File: src/rtl/bcd_to_bin_pkg.sv
// Shared definitions for the sequential BCD-to-binary converter:
// FSM states, iteration count and reverse double-dabble correction constants.
package bcd_to_bin_pkg;

    typedef enum logic [1:0] {
        IDLE   = 2'd0,
        SHIFT  = 2'd1,
        FINISH = 2'd2
    } stateType;

    localparam logic [3:0] ITER_COUNT     = 4'd10;
    localparam logic [3:0] BCD_DIGIT_MAX  = 4'd9;
    localparam logic [3:0] CORR_THRESHOLD = 4'd8;
    localparam logic [3:0] CORR_VALUE     = 4'd3;

    function automatic logic digitInvalid(input logic [3:0] digit);
        return digit > BCD_DIGIT_MAX;
    endfunction

endpackage

File: src/rtl/bcd_to_bin_seq_if.sv
// Request/result bundle of the BCD-to-binary converter; the requester drives
// the master side, the converter sits on the slave side.
interface bcd_to_bin_seq_if #(
    parameter int WORD_LENGTH = 8
);
    logic                   enable;
    logic                   start;
    logic [3:0]             H;
    logic [3:0]             T;
    logic [3:0]             U;
    logic                   sign;
    logic [WORD_LENGTH-1:0] bin;
    logic                   busy;
    logic                   done;
    logic                   error;

    modport master (
        output enable, start, H, T, U, sign,
        input  bin, busy, done, error
    );

    modport slave (
        input  enable, start, H, T, U, sign,
        output bin, busy, done, error
    );
endinterface

File: src/rtl/sub3.sv
// Reverse double-dabble digit correction: a digit that reached 8 or more after
// a right shift received a borrowed 8 instead of 5, so take 3 back off.
module sub3
    import bcd_to_bin_pkg::*;
(
    input  logic [3:0] digit,
    output logic [3:0] corrected
);

    assign corrected = (digit >= CORR_THRESHOLD) ? (digit - CORR_VALUE) : digit;

endmodule

File: src/rtl/bcd_to_bin_seq.sv
// Sequential signed BCD (3 digits + sign) to two's-complement converter.
// done rises on the 12th enabled edge counting the edge that samples start.
module bcd_to_bin_seq
    import bcd_to_bin_pkg::*;
#(
    parameter int WORD_LENGTH = 8
)
(
    input  logic           clk,
    input  logic           reset,
    bcd_to_bin_seq_if.slave bus
);

    localparam logic [10:0] MAX_POS     = (11'd1 << (WORD_LENGTH - 1)) - 11'd1;
    localparam logic [10:0] MIN_NEG_MAG = 11'd1 << (WORD_LENGTH - 1);
    localparam logic [WORD_LENGTH-1:0] SAT_POS = WORD_LENGTH'(MAX_POS);
    localparam logic [WORD_LENGTH-1:0] SAT_NEG = WORD_LENGTH'(MIN_NEG_MAG);

    stateType               stateReg;
    logic [11:0]            bcdReg;
    logic [9:0]             magReg;
    logic [3:0]             iterReg;
    logic                   signReg;
    logic                   invalidReg;
    logic [WORD_LENGTH-1:0] binReg;
    logic                   errorReg;
    logic                   doneReg;
    logic                   busyReg;

    logic [21:0]            shiftCat;
    logic [11:0]            bcdNext;
    logic [9:0]             magNext;
    logic                   startInvalid;
    logic [10:0]            magWide;
    logic [WORD_LENGTH-1:0] binNext;
    logic                   errorNext;

    // One reverse double-dabble step: shift the whole {bcd, magnitude} pair right.
    assign shiftCat = {bcdReg, magReg} >> 1;
    assign magNext  = shiftCat[9:0];

    generate
        for (genvar gi = 0; gi < 3; gi++) begin : g_digit
            sub3 u_sub3 (
                .digit     (shiftCat[10 + 4*gi +: 4]),
                .corrected (bcdNext[4*gi +: 4])
            );
        end
    endgenerate

    assign startInvalid = digitInvalid(bus.H) | digitInvalid(bus.T) | digitInvalid(bus.U);
    assign magWide      = {1'b0, magReg};

    // Range check and saturation; a bad digit wins over any range result.
    always_comb begin
        binNext   = '0;
        errorNext = 1'b0;
        if (invalidReg) begin
            binNext   = '0;
            errorNext = 1'b1;
        end else if (signReg) begin
            if (magWide > MAX_POS) begin
                binNext   = SAT_POS;
                errorNext = 1'b1;
            end else begin
                binNext = WORD_LENGTH'(magWide);
            end
        end else begin
            if (magWide > MIN_NEG_MAG) begin
                binNext   = SAT_NEG;
                errorNext = 1'b1;
            end else begin
                binNext = WORD_LENGTH'(11'd0 - magWide);
            end
        end
    end

    always_ff @(posedge clk or negedge reset) begin
        if (!reset) begin
            stateReg   <= IDLE;
            bcdReg     <= '0;
            magReg     <= '0;
            iterReg    <= '0;
            signReg    <= 1'b0;
            invalidReg <= 1'b0;
            binReg     <= '0;
            errorReg   <= 1'b0;
            doneReg    <= 1'b0;
            busyReg    <= 1'b0;
        end else if (bus.enable) begin
            doneReg <= 1'b0;
            case (stateReg)
                IDLE: begin
                    if (bus.start) begin
                        bcdReg     <= {bus.H, bus.T, bus.U};
                        signReg    <= bus.sign;
                        invalidReg <= startInvalid;
                        magReg     <= '0;
                        iterReg    <= '0;
                        busyReg    <= 1'b1;
                        stateReg   <= SHIFT;
                    end
                end
                SHIFT: begin
                    bcdReg <= bcdNext;
                    magReg <= magNext;
                    if (iterReg == ITER_COUNT - 4'd1) begin
                        iterReg  <= '0;
                        stateReg <= FINISH;
                    end else begin
                        iterReg <= iterReg + 4'd1;
                    end
                end
                FINISH: begin
                    binReg   <= binNext;
                    errorReg <= errorNext;
                    doneReg  <= 1'b1;
                    busyReg  <= 1'b0;
                    stateReg <= IDLE;
                end
                default: begin
                    stateReg <= IDLE;
                    busyReg  <= 1'b0;
                end
            endcase
        end
    end

    assign bus.bin   = binReg;
    assign bus.error = errorReg;
    assign bus.done  = doneReg;
    assign bus.busy  = busyReg;

endmodule

File: src/flat_wrapper.sv
// flat-port wrapper written by rule: the top's interface ports become plain ports
module bcd_to_bin_seq_flat import bcd_to_bin_pkg::*;
#(
    parameter int WORD_LENGTH = 8
)
  (clk, reset, bus_enable, bus_start, bus_H, bus_T, bus_U, bus_sign, bus_bin, bus_busy, bus_done, bus_error);
  bcd_to_bin_seq_if #(.WORD_LENGTH(WORD_LENGTH)) bus_i ();
  input  logic clk;
  input  logic reset;
  input wire logic [$bits(bus_i.enable)-1:0] bus_enable;
  input wire logic [$bits(bus_i.start)-1:0] bus_start;
  input wire logic [$bits(bus_i.H)-1:0] bus_H;
  input wire logic [$bits(bus_i.T)-1:0] bus_T;
  input wire logic [$bits(bus_i.U)-1:0] bus_U;
  input wire logic [$bits(bus_i.sign)-1:0] bus_sign;
  output wire logic [$bits(bus_i.bin)-1:0] bus_bin;
  output wire logic [$bits(bus_i.busy)-1:0] bus_busy;
  output wire logic [$bits(bus_i.done)-1:0] bus_done;
  output wire logic [$bits(bus_i.error)-1:0] bus_error;
  assign bus_i.enable = bus_enable;
  assign bus_i.start = bus_start;
  assign bus_i.H = bus_H;
  assign bus_i.T = bus_T;
  assign bus_i.U = bus_U;
  assign bus_i.sign = bus_sign;
  assign bus_bin = bus_i.bin;
  assign bus_busy = bus_i.busy;
  assign bus_done = bus_i.done;
  assign bus_error = bus_i.error;
  bcd_to_bin_seq #(.WORD_LENGTH(WORD_LENGTH)) u_core (.clk(clk), .reset(reset), .bus(bus_i));
endmodule
File: config.mk
export PLATFORM = sky130hd
export DESIGN_NAME = bcd_to_bin_seq_flat
export DESIGN_NICKNAME = d
export VERILOG_FILES = /design/src/rtl/bcd_to_bin_pkg.sv /design/src/rtl/bcd_to_bin_seq_if.sv /design/src/rtl/sub3.sv /design/src/rtl/bcd_to_bin_seq.sv /design/src/flat_wrapper.sv
export SDC_FILE = /design/constraint.sdc
export NUM_CORES = 1
export LEC_CHECK = 0
export CORE_UTILIZATION = 40
export DETAILED_ROUTE_END_ITERATION = 12
export PLACE_DENSITY = 0.69
export SLEW_MARGIN = 15
export SYNTH_ARGS = -nofsm -noshare
export SYNTH_HDL_FRONTEND = slang
export SYNTH_SLANG_ARGS = --single-unit
File: constraint.sdc
create_clock -name clk -period 4.56 [get_ports clk]
set_input_delay 0.912 -clock clk [delete_from_list [all_inputs] [get_ports clk]]
set_output_delay 0.912 -clock clk [all_outputs]
set_load 0.1 [all_outputs]
## Word level (Yosys, flattened, before mapping)

Cells that the tools add are included.
Widths: inputs -> output; s select.

| word-level totals | value |
|---|---|
| flip-flop bits (word level) | 41 |
| bits of input ports | 17 |

| operators by class | value |
|---|---|
| $add $sub $neg | 5 |
| order comparisons | 8 |
| equal/unequal tests | 5 |
| muxes and demuxes | 24 |
| bitwise gates (word level) | 3 |
| reduce and logical (&&, ||, !) cells | 7 |

Operators with widths:

| cell | number |
|---|---|
| $mux 8 | 4 |
| $pmux 12 s2 | 1 |
| $mux 4 | 5 |
| $pmux 10 s2 | 1 |
| $gt 4x4->1 const B | 3 |
| $mux 12 | 1 |
| $reduce_and 3->1 | 4 |
| $gt 10x7->1 const B | 1 |
| $gt 10x8->1 const B | 1 |
| $mux 10 | 1 |
| $ge 4x4->1 const B | 2 |
| $pmux 4 s2 | 1 |
| $sub 1x8->8 const A | 1 |
| $sub 4x2->4 const B | 2 |
| $mux 1 | 6 |
| $add 4x1->4 const B | 1 |
| $eq 4x4->1 const B | 1 |
| $ge 3x4->1 const B | 1 |
| $mux 2 | 2 |
| $pmux 2 s2 | 1 |
| $sub 3x2->4 const B | 1 |
| $eq 2x1->1 const B | 1 |
| $eq 2x2->1 const B | 1 |
| $logic_not 2->1 | 1 |
| other kinds (7) | 8 |

## Depth between registers and ports, before layout

Gate-level depths: netlist of the first run.

| depth | value |
|---|---|
| word-level depth | 4 |
| gate-level depth with buffers | 6 |

## By module

A second synthesis of the first run with hierarchy kept.

| second synthesis, totals | value |
|---|---|
| cells, all modules | 230 |
| area, all modules | 2269.7 um2 |

Modules (own cells, without submodules):

| module | instances | cells each | area each (um2) |
|---|---|---|---|
| bcd_to_bin_seq | 1 | 197 | 2040.7 |
| sub3 | 3 | 11 | 76.3 |

## Worst setup path before layout of the first run

Ideal clock, no wire load.

| timing | value |
|---|---|
| path type | input -> register |
| from | in bus_enable |
| to | reg u_core.signReg |
| arrival time | 1694 ps |
| slack | 2738 ps |
| stages | 4 |
| path buffers | 1 |
| cell sequence | and2b_1 > and3_1 > clkbuf_1 > mux2_1 |

| between the ends | value |
|---|---|
| longest elaborated chain between the ends | 1 |

Ends and longest elaborated chain:

| item | line | RTL |
|---|---|---|
| start, declared | flat_wrapper.sv:10 | `input wire logic [$bits(bus_i.enable)-1:0] bus_enable;` |
| $reduce_and 3->1 (no line) | - |  |
| end signal, assigned | bcd_to_bin_seq.sv:96 | `signReg <= bus.sign;` |
| end, declared | bcd_to_bin_seq.sv:23 | `logic signReg;` |

No other way between the ends.
A chain may end at the register's enable or synchronous reset.

## Worst setup path after layout of the first run

| timing | value |
|---|---|
| from | reg u_core.binReg[0], in the netlist u_core.bus.bin[0] |
| to | out bus_bin[0] |

RTL lines:

| item | line | RTL |
|---|---|---|
| start, declared | bcd_to_bin_seq.sv:25 | `logic [WORD_LENGTH-1:0] binReg;` |
| start signal, assigned | bcd_to_bin_seq.sv:115 | `binReg <= binNext;` |
| end, declared | flat_wrapper.sv:16 | `output wire logic [$bits(bus_i.bin)-1:0] bus_bin;` |

No word-level cell between the ends.

==> impl_metrics.env, run 1 <==
export IMPL_status="complete, no violations"
export IMPL_clockBufferDepth=2
export IMPL_grt_pass1_wl_um=7340
export IMPL_grt_setup_unrepaired="no"
export IMPL_p_per_area_nw_per_um2=692
export IMPL_grt_usage_pct=15.8
export IMPL_cts_tree="built"
export IMPL_worst_clock_skew_ns=0.00469
export IMPL_fin_crit_sh_pct=59.0
export IMPL_path_cells="clkdlybuf4s50_1"
export IMPL_slew_headroom_pct=33.4
export IMPL_arrival_ns=1.78
export IMPL_critPathSlowestCell="clkdlybuf4s50_1"
export IMPL_multi_input_area_um2=1050
export IMPL_cts_root_buffer="clkbuf_8"
export IMPL_dpl_hpwl_um=3040
export IMPL_io_buffers=27
export IMPL_totalWireLength_um=4220
export IMPL_finalHoldViolations=0
export IMPL_reg2reg_slack_ns=2.62
export IMPL_path_delay_family="buffers and inverters"
export IMPL_ys_flop_type="dfrtp_1"
export IMPL_post_cts_buffers=0
export IMPL_yosysTopAreaCell="dfrtp_1"
export IMPL_numCtsBuffers=5
export IMPL_hold_class="reg2reg"
export IMPL_synth_seq_cells=41
export IMPL_insertion_delay_ns=0.29
export IMPL_syn_area_per_cell_um2=9.64
export IMPL_grt_max_degree=42
export IMPL_initial_core_util_pct=42.2
export IMPL_synth_cells=228
export IMPL_fin_crit_ns=2.69
export IMPL_synth_most_common_cell="dfrtp_1"
export IMPL_io_pins=28
export IMPL_worst_pin_slew_ns=0.998
export IMPL_regArea_um2=1030
export IMPL_h_tree_depth=2
export IMPL_path_buf_inv=1
export IMPL_syn_nets=252
export IMPL_cp_required_ns=3.65
export IMPL_finalSetupTns_ns=0
export IMPL_core_um2=5200
export IMPL_synth_area_leaders="dfrtp_1, a22o_1, ha_1"
export IMPL_dr_pass1_iters=4
export IMPL_cp_max_fo=2
export IMPL_crit_type="reg2out"
export IMPL_max_freq_mhz=371
export IMPL_setup_worst_path_end_class="output port"
export IMPL_die_area_um2=5790
export IMPL_ys_seq_area_share_pct=46.7
export IMPL_startpoint_type="flip-flop"
export IMPL_placed_cell_area_um2=2480
export IMPL_layout_drive_gt1_share_pct=6.80
export IMPL_drv_slew=0
export IMPL_syn_area_um2=2200
export IMPL_grt_pass1_vias=1528
export IMPL_row_count=26
export IMPL_cts_resized=0
export IMPL_crit_path_max_incr_delay_ns=1.13
export IMPL_postCtsHoldBufs=0
export IMPL_postRouteAntennaNets=0
export IMPL_peakVddDrop_mv=0.286
export IMPL_maxCapViolations=0
export IMPL_synth_yosys_warnings=0
export IMPL_routed_via_density=5.32
export IMPL_synth_common_cells="dfrtp_1, nor2_1, nand2_1, a22o_1, o21ai_0"
export IMPL_p_leak_nw=1.13
export IMPL_path_clk_slew_ns=0.08
export IMPL_drtIter0Drc=89
export IMPL_globalplace_congestion=0.864
export IMPL_clock_sinks=41
export IMPL_fill_cells=490
export IMPL_synth_edf_count=0
export IMPL_yosys_area_top_type_share_pct=46.7
export IMPL_routedWlPerCell_um=13.2
export IMPL_final_nets=273
export IMPL_gr_total_overflow=0
export IMPL_vias=1701
export IMPL_antenna_cells=0
export IMPL_finalSetupViolCount=0
export IMPL_post_route_drc_count=0
export IMPL_yosysUniqueCellTypes=48
export IMPL_syn_to_final_growth_pct=16.6
export IMPL_ys_async_sr_fraction_pct=100
export IMPL_final_cell_area_um2=2560
export IMPL_die_w_um=76.1
export IMPL_grt_antenna_before_repair=0
export IMPL_die_h_um=76.1
-- logic make-up after synthesis --
| kind of cell | share of synthesized area, % |
|---|---|
| compound gates | 22.0 |
| simple gates | 15.9 |
| flops | 46.7 |
| buf+inv | 5.58 |
| mux | 4.16 |
| fa+ha+maj | 3.99 |
| xor+xnor | 1.59 |
-- power breakdown --
group	internal [W]	switching [W]
combinational	0.000367	0.000492
sequential	0.000495	0.000190
clock	0.000106	0.000123
-- registers in the layout (all words and copies together) (netlist names) --
name / count
u_core.stateReg: 2
u_core.magReg: 10
u_core.bus.error: 1
u_core.bcdReg: 12
u_core.bus.busy: 1
u_core.signReg: 1
u_core.bus.done: 1
u_core.invalidReg: 1
u_core.bus.bin: 8
u_core.iterReg: 4
-- per-stage QoR --
step	setup slack (ns)	hold WS, ns	instances	total power [W]	utilization, %
after CTS	1.86	0.495	320	0.00179	49.2
after detailed placement	1.83	0.478	312	0.00156	47.6
after global routing	1.81	0.527	320	0.00192	49.2
after floorplan	2.74	0.453	228	0.00138	-
final	1.87	0.494	320	0.00177	49.2
after global placement	1.89	0.470	312	0.00155	47.6
-- final timing paths --
check | startpoint | end | cells after the start
setup / recovery | u_core.bus.bin[0] | bus_bin[0] | 1
hold / removal | u_core.bus.error | u_core.bus.error | 2
setup reg to reg | u_core.stateReg[1] | u_core.magReg[2] | 3
hold reg to reg | u_core.bus.error | u_core.bus.error | 2
max in group asynchronous | reset | u_core.magReg[4] | 1
min in group asynchronous | reset | u_core.bus.bin[5] | 1
-- cell type report --
type / count / share of cell area [%]
multi-input cells: 160 / 40.9
clock buffers: 6 / 2.83
flip-flops and latches: 41 / 40.0
repair buffers: 27 / 10.4
well taps: 70 / 3.42
clock inverters: 2 / 0.391
inverters: 14 / 2.05
-- worst min-delay path: cells and delay by family (launching register included) --
family,cells,cell delay [ns]
AOI/OAI and AO/OA,1,0.07
and+or+nand+nor,1,0.05
DFF,1,0.34
-- cell usage in the layout, fill, tap and decap left out, types with 2 or more instances in the layout --
cell type | synthesis | routed
a21oi_1 | 12 | 12
a22o_1 | 16 | 16
a2bb2oi_1 | 2 | 2
a31oi_1 | 4 | 4
clkbuf_8 | 0 | 5
clkdlybuf4s50_1 | 0 | 26
clkinv_2 | 0 | 2
dfrtp_1 | 41 | 41
ha_1 | 7 | 7
inv_1 | 13 | 13
mux2i_1 | 8 | 8
nand2_1 | 22 | 22
nand2b_1 | 3 | 3
nand3_1 | 3 | 3
nor2_1 | 23 | 23
nor3_1 | 3 | 3
o21a_1 | 2 | 2
o21ai_0 | 14 | 14
o21ai_1 | 11 | 11
xnor2_1 | 4 | 4
-- layer usage --
metal / wire length, µm / share of wire (%) / track usage, %
met5: 0 / 0 / 0
met1: 2100 / 50 / 22.3
met4: 60 / 1.4 / 5.38
met2: 1950 / 46 / 24.1
met3: 109 / 2.6 / 3.23
Note: power is estimated with default switching activity, not from simulation.
==> run 2: changes to the inputs <==
- clock period: 4.56 -> 2.5 ns (I/O delays scaled with it)
==> run 2 against run 1 <==
- cell count up 1.3%
- critical endpoint is now u_core.iterReg[3]
- critical path type is now in2reg
- global-route usage up 0.87 points
- first-iteration DRC count up 19%
- setup slack lost 1.3 ns
- sequential power is 84% higher
- die area unchanged
- via count increased by 2.1%
- register-to-register slack got worse by 2.0 ns
- power up 92%
- worst hold slack got worse by 0.17 ns
- sequential share of layout area is 0.56 points lower
==> impl_metrics.env, run 2 (synthesis gave the netlist of run 1 again) <==
export IMPL_initial_core_util_pct=42.2
export IMPL_timing_rr_start="u_core.magReg[1]"
export IMPL_layout_commonest_cell="dfrtp_1"
export IMPL_globalplace_congestion=0.831
export IMPL_totalWireLength_um=4510
export IMPL_peakVddDrop_mv=0.479
export IMPL_arrival_ns=2.13
export IMPL_cts_resized=0
export IMPL_maxCapViolations=0
export IMPL_place_ws_ns=0.282
export IMPL_post_route_drc_count=0
export IMPL_fin_crit_ns=1.91
export IMPL_core_um2=5200
export IMPL_routedWlPerCell_um=13.9
export IMPL_post_cts_buffers=0
export IMPL_layout_drive_gt1_share_pct=12.6
export IMPL_io_buffers=27
export IMPL_finalHoldViolations=0
export IMPL_fin_crit_sh_pct=76.2
export IMPL_final_nets=277
export IMPL_r2r_end="u_core.bus.bin[3]"
export IMPL_clock_sinks=41
export IMPL_gr_total_overflow=0
export IMPL_worst_pin_slew_ns=0.908
export IMPL_path_clk_slew_ns=0.08
export IMPL_die_area_um2=5790
export IMPL_grt_usage_pct=16.7
export IMPL_reg2reg_slack_ns=0.67
export IMPL_cts_root_buffer="clkbuf_8"
export IMPL_dpl_cell_count=316
export IMPL_regMostFlops="u_core.bcdReg"
export IMPL_fin_ws_ns=0.594
export IMPL_finalSetupTns_ns=0
export IMPL_routed_via_density=5.36
export IMPL_antenna_cells=0
export IMPL_syn_to_final_growth_pct=18.3
export IMPL_die_h_um=76.1
export IMPL_clockBufferDepth=2
export IMPL_die_w_um=76.1
export IMPL_worst_clock_skew_ns=0.00755
export IMPL_slew_headroom_pct=39.5
export IMPL_insertion_delay_ns=0.30
export IMPL_drv_slew=0
export IMPL_cp_max_fo=21
export IMPL_numCtsBuffers=5
export IMPL_hold_class="in2async"
export IMPL_crit_type="in2reg"
export IMPL_postRouteAntennaNets=0
export IMPL_finalSetupViolCount=0
export IMPL_instances_no_fill=324
export IMPL_io_pins=28
export IMPL_startpoint_type="input pin"
export IMPL_layout_common_cells="dfrtp_1, nor2_1, nand2_1"
export IMPL_cts_tree="built"
export IMPL_p_per_area_nw_per_um2=1310
export IMPL_largest_register_ffs=12
export IMPL_grt_pass1_wl_um=7650
export IMPL_h_tree_depth=2
export IMPL_dpl_hpwl_um=3240
export IMPL_grt_setup_unrepaired="no"
export IMPL_rr_worst_depth=6
export IMPL_max_freq_mhz=525
export IMPL_postCtsHoldBufs=0
export IMPL_dr_pass1_iters=4
export IMPL_cp_required_ns=2.72
export IMPL_status="complete, no violations"
export IMPL_row_count=26
export IMPL_setup_worst_path_end_class="flip-flop"
export IMPL_vias=1736
export IMPL_p_leak_nw=1.19
export IMPL_grt_max_degree=42
export IMPL_grt_pass1_vias=1639
export IMPL_grt_antenna_before_repair=0
export IMPL_drtIter0Drc=106
-- run 2: how the worst max path moves through the flow --
| stage | slack (ns) | end | depth (start not counted) | startpoint |
|---|---|---|---|---|
| after floorplan | 0.87 | u_core.bus.bin[3] | 6 | u_core.magReg[1] |
| after global placement | 0.35 | u_core.iterReg[3] | 5 | bus_enable |
| after detailed placement | 0.28 | u_core.iterReg[3] | 5 | bus_enable |
| after CTS | 0.60 | u_core.iterReg[3] | 5 | bus_enable |
| after global routing | 0.49 | u_core.iterReg[3] | 5 | bus_enable |
| final | 0.59 | u_core.iterReg[3] | 5 | bus_enable |
-- run 2: worst max-delay path, stage by stage --
cell	delay, ns
clkdlybuf4s50_1	0.57
and2b_1	0.20
o21ai_2	0.24
or4_1	0.53
o21ai_1	0.08
-- run 2: metrics by stage --
step	instance area, µm²	util (%)	total power [W]	hold slack [ns]
global route	2600	49.9	0.00368	0.409
detailed placement	2480	47.7	0.00287	0.477
global placement	2480	47.7	0.00283	0.465
CTS	2600	49.9	0.00343	0.370
finish	2600	49.9	0.00341	0.328
floorplan	2200	-	0.00252	0.204
-- run 2: final cells by class --
class | instances | area, µm²
Inverter | 14 | 52.6
Timing Repair Buffer | 31 | 268
Fill cell | 499 | 2610
Sequential cell | 41 | 1030
Multi-Input combinational cell | 160 | 1050
Clock inverter | 1 | 30.0
Tap cell | 70 | 87.6
Clock buffer | 7 | 86.3
-- run 2: metal layers --
layer  GRT usage [%]  vias to the layer above  wire length, µm
met5               0                        -                0
met4            6.73                        0               81
met3            3.71                        8              133
met2            26.7                       34             2160
met1            21.8                      834             2130
li1                -                      860                -
-- run 2: where the power goes --
part / internal, W / total (W) / switching, W
Combinational: 0.000679 / 0.00159 / 0.000913
Sequential: 0.000903 / 0.00126 / 0.000355
Clock: 0.000326 / 0.000560 / 0.000234
